--- config.mk ---
export PLATFORM = sky130hd
export DESIGN_NAME = pcs_tx_code_group_seq
export DESIGN_NICKNAME = d
export VERILOG_FILES = /design/src/rtl/pcs_pkg.sv /design/src/rtl/pcs_xmit_change_detect.sv /design/src/rtl/pcs_tx_code_group_seq.sv
export SDC_FILE = /design/constraint.sdc
export NUM_CORES = 1
export LEC_CHECK = 0
export CAP_MARGIN = 0
export CELL_PAD_IN_SITES_DETAIL_PLACEMENT = 1
export CELL_PAD_IN_SITES_GLOBAL_PLACEMENT = 1
export CORE_ASPECT_RATIO = 1.5
export CORE_UTILIZATION = 39
export DETAILED_ROUTE_END_ITERATION = 6
export HOLD_SLACK_MARGIN = 0.02
export MAX_ROUTING_LAYER = met4
export PLACE_DENSITY_LB_ADDON = 0.1
export SLEW_MARGIN = 20
export SYNTH_ARGS = -nofsm -noshare
export SYNTH_HDL_FRONTEND = slang
export SYNTH_SLANG_ARGS = --single-unit
--- constraint.sdc ---
create_clock -name clk -period 5.1 [get_ports clk]
set_clock_uncertainty 0.2 [all_clocks]
set_input_delay 0.765 -clock clk [delete_from_list [all_inputs] [get_ports clk]]
set_output_delay 0.765 -clock clk [all_outputs]
set_load 0.03 [all_outputs]
--- src/rtl/pcs_pkg.sv ---
// Shared types and code-group constants for the 1000BASE-X PCS transmit path.
package pcs_pkg;

  typedef enum logic [1:0] {
    XMIT_IDLE          = 2'd0,
    XMIT_CONFIGURATION = 2'd1,
    XMIT_DATA          = 2'd2
  } xmit_type_t;

  // Four bits wide so that undefined encodings exist and fall back to /I/.
  typedef enum logic [3:0] {
    OS_I  = 4'd0,
    OS_C  = 4'd1,
    OS_S  = 4'd2,
    OS_T  = 4'd3,
    OS_R  = 4'd4,
    OS_V  = 4'd5,
    OS_D  = 4'd6,
    OS_LI = 4'd7
  } ordered_set_t;

  typedef enum logic [3:0] {
    SPECIAL_GO = 4'd0,
    DATA_GO    = 4'd1,
    IDLE_K     = 4'd2,
    IDLE_D     = 4'd3,
    LPI_K      = 4'd4,
    LPI_D      = 4'd5,
    CFG_K      = 4'd6,
    CFG_D      = 4'd7,
    CFG_LO     = 4'd8,
    CFG_HI     = 4'd9
  } tx_cg_state_t;

  localparam logic [7:0] K28_5 = 8'hBC;
  localparam logic [7:0] K27_7 = 8'hFB;
  localparam logic [7:0] K29_7 = 8'hFD;
  localparam logic [7:0] K23_7 = 8'hF7;
  localparam logic [7:0] K30_7 = 8'hFE;
  localparam logic [7:0] D5_6  = 8'hC5;
  localparam logic [7:0] D16_2 = 8'h50;
  localparam logic [7:0] D6_5  = 8'hA6;
  localparam logic [7:0] D26_4 = 8'h9A;
  localparam logic [7:0] D21_5 = 8'hB5;
  localparam logic [7:0] D2_2  = 8'h42;

endpackage

--- src/rtl/pcs_xmit_change_detect.sv ---
// Registers xmit and raises xmit_change until the ordered-set machine reaches an odd set boundary.
module pcs_xmit_change_detect
  import pcs_pkg::*;
(
  input  logic       clk,
  input  logic       rst_n,
  input  logic       restart,
  input  xmit_type_t xmit,
  input  logic       tx_oset_indicate,
  input  logic       tx_even,
  output logic       xmit_change
);

  xmit_type_t xmit_q;
  logic       change_reg;

  always_ff @(posedge clk or negedge rst_n) begin
    if (!rst_n) begin
      xmit_q     <= XMIT_IDLE;
      change_reg <= 1'b0;
    end else if (restart) begin
      xmit_q     <= xmit;
      change_reg <= 1'b0;
    end else begin
      xmit_q <= xmit;
      // A fresh change outranks the acknowledge in the same cycle.
      if (xmit != xmit_q)
        change_reg <= 1'b1;
      else if (tx_oset_indicate && !tx_even)
        change_reg <= 1'b0;
    end
  end

  assign xmit_change = change_reg;

endmodule

--- src/rtl/pcs_tx_code_group_seq.sv ---
// Expands ordered sets into one code-group per clock and paces the ordered-set machine.
module pcs_tx_code_group_seq
  import pcs_pkg::*;
#(
  parameter int CFG_W = 16
) (
  input  logic             clk,
  input  logic             rst_n,
  input  logic             power_on,
  input  logic             mr_main_reset,
  input  xmit_type_t       xmit,
  input  ordered_set_t     tx_o_set,
  input  logic [7:0]       TXD,
  input  logic [CFG_W-1:0] tx_config_reg,
  input  logic             tx_disparity_pos,
  output logic [7:0]       tx_cg_data,
  output logic             tx_cg_is_k,
  output logic             tx_even,
  output logic             tx_oset_indicate,
  output logic             xmitCHANGE,
  output logic             align_err,
  output tx_cg_state_t     cg_state
);

  logic restart;
  assign restart = power_on | mr_main_reset;

  tx_cg_state_t     state_reg, state_next;
  logic [7:0]       data_reg, data_next;
  logic             is_k_reg, is_k_next;
  logic             even_reg, even_next;
  logic             ind_reg, ind_next;
  logic             align_reg, align_next;
  logic             c_toggle_reg, c_toggle_next;
  logic [CFG_W-1:0] cfg_reg, cfg_next;
  logic             sample;

  always_ff @(posedge clk or negedge rst_n) begin
    if (!rst_n) begin
      state_reg    <= SPECIAL_GO;
      data_reg     <= K28_5;
      is_k_reg     <= 1'b1;
      even_reg     <= 1'b1;
      ind_reg      <= 1'b0;
      align_reg    <= 1'b0;
      c_toggle_reg <= 1'b0;
      cfg_reg      <= '0;
    end else if (restart) begin
      state_reg    <= SPECIAL_GO;
      data_reg     <= K28_5;
      is_k_reg     <= 1'b1;
      even_reg     <= 1'b1;
      ind_reg      <= 1'b0;
      align_reg    <= 1'b0;
      c_toggle_reg <= 1'b0;
      cfg_reg      <= cfg_reg;
    end else begin
      state_reg    <= state_next;
      data_reg     <= data_next;
      is_k_reg     <= is_k_next;
      even_reg     <= even_next;
      ind_reg      <= ind_next;
      align_reg    <= align_next;
      c_toggle_reg <= c_toggle_next;
      cfg_reg      <= cfg_next;
    end
  end

  // SPECIAL_GO with indicate low only occurs straight after reset/restart.
  assign sample = ind_reg || (state_reg == SPECIAL_GO);

  always_comb begin
    state_next    = state_reg;
    data_next     = data_reg;
    is_k_next     = 1'b0;
    even_next     = ~even_reg;
    ind_next      = 1'b0;
    align_next    = 1'b0;
    c_toggle_next = c_toggle_reg;
    cfg_next      = cfg_reg;

    if (state_reg == CFG_K)
      cfg_next = tx_config_reg;
    if (state_reg == CFG_HI)
      c_toggle_next = ~c_toggle_reg;

    if (sample) begin
      case (tx_o_set)
        OS_S: begin
          state_next = SPECIAL_GO; data_next = K27_7; is_k_next = 1'b1; ind_next = 1'b1;
        end
        OS_T: begin
          state_next = SPECIAL_GO; data_next = K29_7; is_k_next = 1'b1; ind_next = 1'b1;
        end
        OS_R: begin
          state_next = SPECIAL_GO; data_next = K23_7; is_k_next = 1'b1; ind_next = 1'b1;
        end
        OS_V: begin
          state_next = SPECIAL_GO; data_next = K30_7; is_k_next = 1'b1; ind_next = 1'b1;
        end
        OS_D: begin
          state_next = DATA_GO; data_next = TXD; ind_next = 1'b1;
        end
        default: begin
          // K28.5-led sets: /C/, /LI/ and /I/ (also any unknown encoding).
          if (tx_o_set == OS_C)
            state_next = CFG_K;
          else if (tx_o_set == OS_LI)
            state_next = LPI_K;
          else
            state_next = IDLE_K;
          data_next  = K28_5;
          is_k_next  = 1'b1;
          even_next  = 1'b1;
          align_next = even_reg && ind_reg;
        end
      endcase
    end else begin
      case (state_reg)
        IDLE_K: begin
          state_next = IDLE_D;
          data_next  = tx_disparity_pos ? D5_6 : D16_2;
          ind_next   = 1'b1;
        end
        LPI_K: begin
          state_next = LPI_D;
          data_next  = tx_disparity_pos ? D6_5 : D26_4;
          ind_next   = 1'b1;
        end
        CFG_K: begin
          state_next = CFG_D;
          data_next  = c_toggle_reg ? D2_2 : D21_5;
        end
        CFG_D: begin
          state_next = CFG_LO;
          data_next  = cfg_reg[7:0];
        end
        CFG_LO: begin
          state_next = CFG_HI;
          data_next  = cfg_reg[15:8];
          ind_next   = 1'b1;
        end
        default: begin
          state_next = SPECIAL_GO;
          data_next  = K28_5;
          is_k_next  = 1'b1;
          even_next  = 1'b1;
        end
      endcase
    end
  end

  pcs_xmit_change_detect u_xmit_change (
    .clk              (clk),
    .rst_n            (rst_n),
    .restart          (restart),
    .xmit             (xmit),
    .tx_oset_indicate (ind_reg),
    .tx_even          (even_reg),
    .xmit_change      (xmitCHANGE)
  );

  assign tx_cg_data       = data_reg;
  assign tx_cg_is_k       = is_k_reg;
  assign tx_even          = even_reg;
  assign tx_oset_indicate = ind_reg;
  assign align_err        = align_reg;
  assign cg_state         = state_reg;

endmodule

## Word level (Yosys, flattened, before mapping)

Index checks and enable logic that the tools add are counted.
W data, S select, Z words.

- Output and inout bits: 17
- Word-level logic and storage cells: 73
- Input port bits: 35
- Bits in registers: 36

- Mux-type cells: 33
- Eq/ne operators: 14
- Bitwise gates (word level): 4
- Reduce and logical (&&, ||, !) cells: 12

Operators by type and width:

| kind | number |
|---|---|
| $pmux W8 S5 | 2 |
| $mux W8 | 4 |
| $eq A4 B3 Y1 const B | 7 |
| $mux W1 | 20 |
| $pmux W4 S5 | 1 |
| $eq A4 B2 Y1 const B | 3 |
| $reduce_or A5 Y1 | 2 |
| $eq A4 B4 Y1 const B | 2 |
| $mux W4 | 2 |
| $mux W3 | 2 |
| $mux W6 | 1 |
| $pmux W3 S2 | 1 |
| $eq A4 B1 Y1 const B | 1 |
| $logic_not A4 Y1 | 1 |
| $reduce_or A4 Y1 | 1 |
| $not A1 Y1 | 3 |
| $reduce_bool A3 Y1 | 1 |
| $reduce_or A3 Y1 | 1 |
| $logic_and A1 B1 Y1 | 2 |
| $ne A2 B2 Y1 | 1 |
| $reduce_and A2 Y1 | 1 |
| $reduce_bool A2 Y1 | 1 |
| $logic_not A1 Y1 | 1 |
| $logic_or A1 B1 Y1 | 1 |
| $or A1 B1 Y1 | 1 |

## Logic depth before layout (Yosys ltp)

- Depth in word-level cells: 6
- Gate-level depth with buffers: 7

## Hierarchy

From an unflattened synthesis, not the netlist that was laid out.

- Cells, all modules: 189
- Area, all modules: 1950.6 um2

By module, submodules not included:

| module | cells an instance | instances | area each (um2) |
|---|---|---|---|
| pcs_tx_code_group_seq | 181 | 1 | 1843.0 |
| pcs_xmit_change_detect | 8 | 1 | 107.6 |

## Worst setup path before layout

No wires, ideal clock.

- Path kind: input to register
- Start point: input port mr_main_reset
- End point: register cfg_reg[0]
- Library setup time: 0.125 ns
- Stages: 6
- Setup slack: 2.747 ns
- Data arrival time: 2.028 ns
- Cells stage by stage: or2_1 -> buf_6 -> or3_1 -> buf_6 -> buf_12 -> mux2_4

- Cells in the longest elaborated chain, start to end: 3

Ends and longest elaborated chain:

| element | RTL line | RTL |
|---|---|---|
| start: declaration | pcs_tx_code_group_seq.sv:10 | `input logic mr_main_reset,` |
| $or A1 B1 Y1 | pcs_tx_code_group_seq.sv:26 | `assign restart = power_on \| mr_main_reset;` |
| $not A1 Y1 (no source line) | -- |  |
| $reduce_and A2 Y1 (no source line) | -- |  |
| end signal: assignment | pcs_tx_code_group_seq.sv:56 | `cfg_reg <= cfg_reg;` |
| end signal: assignment | pcs_tx_code_group_seq.sv:65 | `cfg_reg <= cfg_next;` |
| end: declaration | pcs_tx_code_group_seq.sv:35 | `logic [CFG_W-1:0] cfg_reg, cfg_next;` |

No other way between the ends.
A chain may end at the register's enable or synchronous reset.

## Final worst setup path

- Start point: register state_reg[1], in the netlist cg_state[1]
- End point: output port cg_state[1]

RTL lines:

| element | RTL line | RTL |
|---|---|---|
| start: declaration | pcs_tx_code_group_seq.sv:28 | `tx_cg_state_t state_reg, state_next;` |
| start signal: assignment | pcs_tx_code_group_seq.sv:58 | `state_reg <= state_next;` |
| end: declaration | pcs_tx_code_group_seq.sv:22 | `output tx_cg_state_t cg_state` |

No word-level cell between the ends.

==> flow_metrics.tcl <==
set metrics [dict create \
    crit_slowest_cell "clkdlybuf4s50_1" \
    die_h_um 88.1 \
    critical_path_depth 1 \
    cp.required_ns 4.14 \
    p_int_mw 0.462 \
    area_growth_pct 30.5 \
    crit_type "reg -> out" \
    endpoint_kind "primary output" \
    slew_viol_final 0 \
    min_period_over_period 0.557 \
    avgSynthCellArea_um2 10.4 \
    reg2reg_depth 4 \
    netlist_instances 186 \
    irDropWorstVdd_mv 0.170 \
    period_needed_ns 2.84 \
    power.density_nw_per_um2 254 \
    initial_core_util 0.401 \
    vias 1605 \
    cp_cell_sequence "clkdlybuf4s50_1" \
    synth_edf_count 0 \
    dp_hpwl_um 3760 \
    synth_warnings 0 \
    leakage_nw 1.09 \
    setup-violations-final 0 \
    cts_root_buf "clkbuf_8" \
    postCtsSetupBuffers 0 \
    crit_arrival_ns 1.88 \
    cts_buffers 5 \
    layout-drive-gt1-share 0.152 \
    drc 0 \
    die_x_um 59.4 \
    clk_path_buf_depth 2 \
    dr.pass1.iters 4 \
    rows 31 \
    swShare 0.277 \
    cts.clk_slew.worst_paths_ns 0.08 \
    core_um2 4810 \
    clkPwrFrac 0.311 \
    grt_pass1_wl_um 8070 \
    grt_max_degree 37 \
    p_seq_frac 0.500 \
    synth_seq_cells 36 \
    synthesis.nets 221 \
    grt_pass1_vias 1668 \
    rsz0062_at_grt "no" \
    ios 52 \
    worstHoldPathCells 1 \
    path_max_fanout 21 \
    fin_tns_setup_ns 0 \
    drt_first_iter_violations 34 \
    hold_viol_final 0 \
    synth_ff_type "dfrtp_1" \
    cts_tree "done" \
    wl_um 5050 \
    ys_types 48 \
    max_stage_delay_ns 0.80 \
    num-nets-final 265 \
    grt_antenna_before_repair 0 \
    ys_seq_area_frac 0.471 \
    cts-resized-gates 0 \
    port_buffers 51 \
    startpoint_type "register" \
    vias_per_cell 5.40 \
    htree_num_levels 2 \
    worst-path-buf-inv 1 \
    cpLargestDelayFamily "buffers and inverters" \
    tightest_slew_ns 0.854 \
    largest_reg_flops 16 \
    numClockSinks 36 \
    hold_buffers 0 \
    ant_nets 0 \
    netlist_area_um2 1930 \
    dieArea_um2 5240 \
    clock_latency_ns 0.29 \
    hp-class "reg -> reg" \
    grt_overflow 0 \
    outcome "finished, final reports clean" \
    gp_congestion 0.759 \
    cap_violations 0 \
    num_antenna_cells 0 \
    grt_util_all_layers 0.218 \
    relSlewSlack 0.431 \
    synth_async_sr_flop_share 1.00 \
    power_mw 0.639 \
    routedWlPerCell_um 17.0 \
    switchingPower_mw 0.177 \
    fmax_mhz 352 \
    p_comb_frac 0.188 \
]
-- cells in the final DEF (no fill, tap or decap), types with 7 or more instances in the layout --
| cell | instances |
|---|---|
| nand2_1 | 15 |
| inv_1 | 7 |
| nand3_1 | 8 |
| dfstp_2 | 7 |
| mux2_4 | 10 |
| dfrtp_1 | 29 |
| o21ai_0 | 10 |
| nor2_1 | 12 |
| a21oi_1 | 13 |
| clkdlybuf4s50_1 | 51 |
-- power groups by stage --
stage	clock network (mW)	logic, mW	registers (mW)
floorplan	0	0.0571	0.328
global placement	0	0.118	0.324
detailed placement	0	0.121	0.325
CTS	0.206	0.121	0.320
global route	0.213	0.131	0.322
finish	0.199	0.120	0.320
-- final cells by class --
type,instances,area [µm²]
Clock buffer,7,76.3
Clock inverter,1,5.00
Fill cell,576,2290
Inverter,7,26.3
Multi-Input combinational cell,128,900
Sequential cell,36,910
Tap cell,66,82.6
Timing Repair Buffer,52,518
-- worst paths after layout --
| kind | endpoint | slack (ns) | from |
|---|---|---|---|
| max in group asynchronous | tx_cg_data[3]$_DFF_PN1_ | 3.66 | rst_n |
| worst max register to register | cfg_reg[0]$_DFFE_PN0P_ | 2.44 | cg_state[2]$_DFF_PN0_ |
| min in group asynchronous | u_xmit_change.xmit_q[1]$_DFF_PN0_ | 0.69 | rst_n |
| worst min-delay path | tx_even$_DFF_PN1_ | 0.30 | tx_even$_DFF_PN1_ |
| worst max-delay path | cg_state[1] | 2.26 | cg_state[1]$_DFF_PN0_ |
| worst min register to register | tx_even$_DFF_PN1_ | 0.30 | tx_even$_DFF_PN1_ |
-- Yosys cell counts, drive strengths merged, types with 5 or more instances --
| cell type | instances | area share |
|---|---|---|
| o21ai | 11 | 0.029 |
| dfrtp | 29 | 0.38 |
| nor2 | 12 | 0.023 |
| nor3 | 5 | 0.013 |
| and3 | 5 | 0.016 |
| inv | 7 | 0.014 |
| clkbuf | 6 | 0.012 |
| dfstp | 7 | 0.095 |
| buf | 9 | 0.037 |
| a21oi | 14 | 0.038 |
| nand3 | 8 | 0.021 |
| mux2 | 16 | 0.11 |
| nand2 | 15 | 0.029 |
-- kinds of logic (layout without fill, tap and decap cells) --
family / Yosys count / in the layout / share of synthesized area
xor gates and xnor gates: 4 / 4 / 0.0182
muxes: 17 / 17 / 0.118
AOI/OAI and AO/OA: 48 / 48 / 0.165
buffers and inverters: 22 / 67 / 0.0623
and+or+nand+nor: 59 / 59 / 0.165
DFF: 36 / 36 / 0.471
-- layer usage --
layer	track usage	routed length, µm	share of wire	vias to the layer above
met5	-	0	0	-
met4	0.121	197	0.039	0
met3	0.0473	232	0.046	16
met2	0.368	2590	0.51	51
met1	0.229	2040	0.40	789
li1	-	-	-	749
-- through the flow --
| stage | hold WS (ns) | setup WS [ns] | std cells | util | instance area, µm² |
|---|---|---|---|---|---|
| after global routing | 0.327 | 2.17 | 297 | 0.523 | 2520 |
| after global placement | 0.278 | 2.09 | 289 | 0.507 | 2440 |
| after CTS | 0.305 | 2.25 | 297 | 0.523 | 2520 |
| after detailed placement | 0.288 | 2.04 | 289 | 0.507 | 2440 |
| final | 0.300 | 2.26 | 297 | 0.523 | 2520 |
| after floorplan | 0.269 | 2.75 | 186 | - | 1930 |
Power figures use the tool's default switching activity.
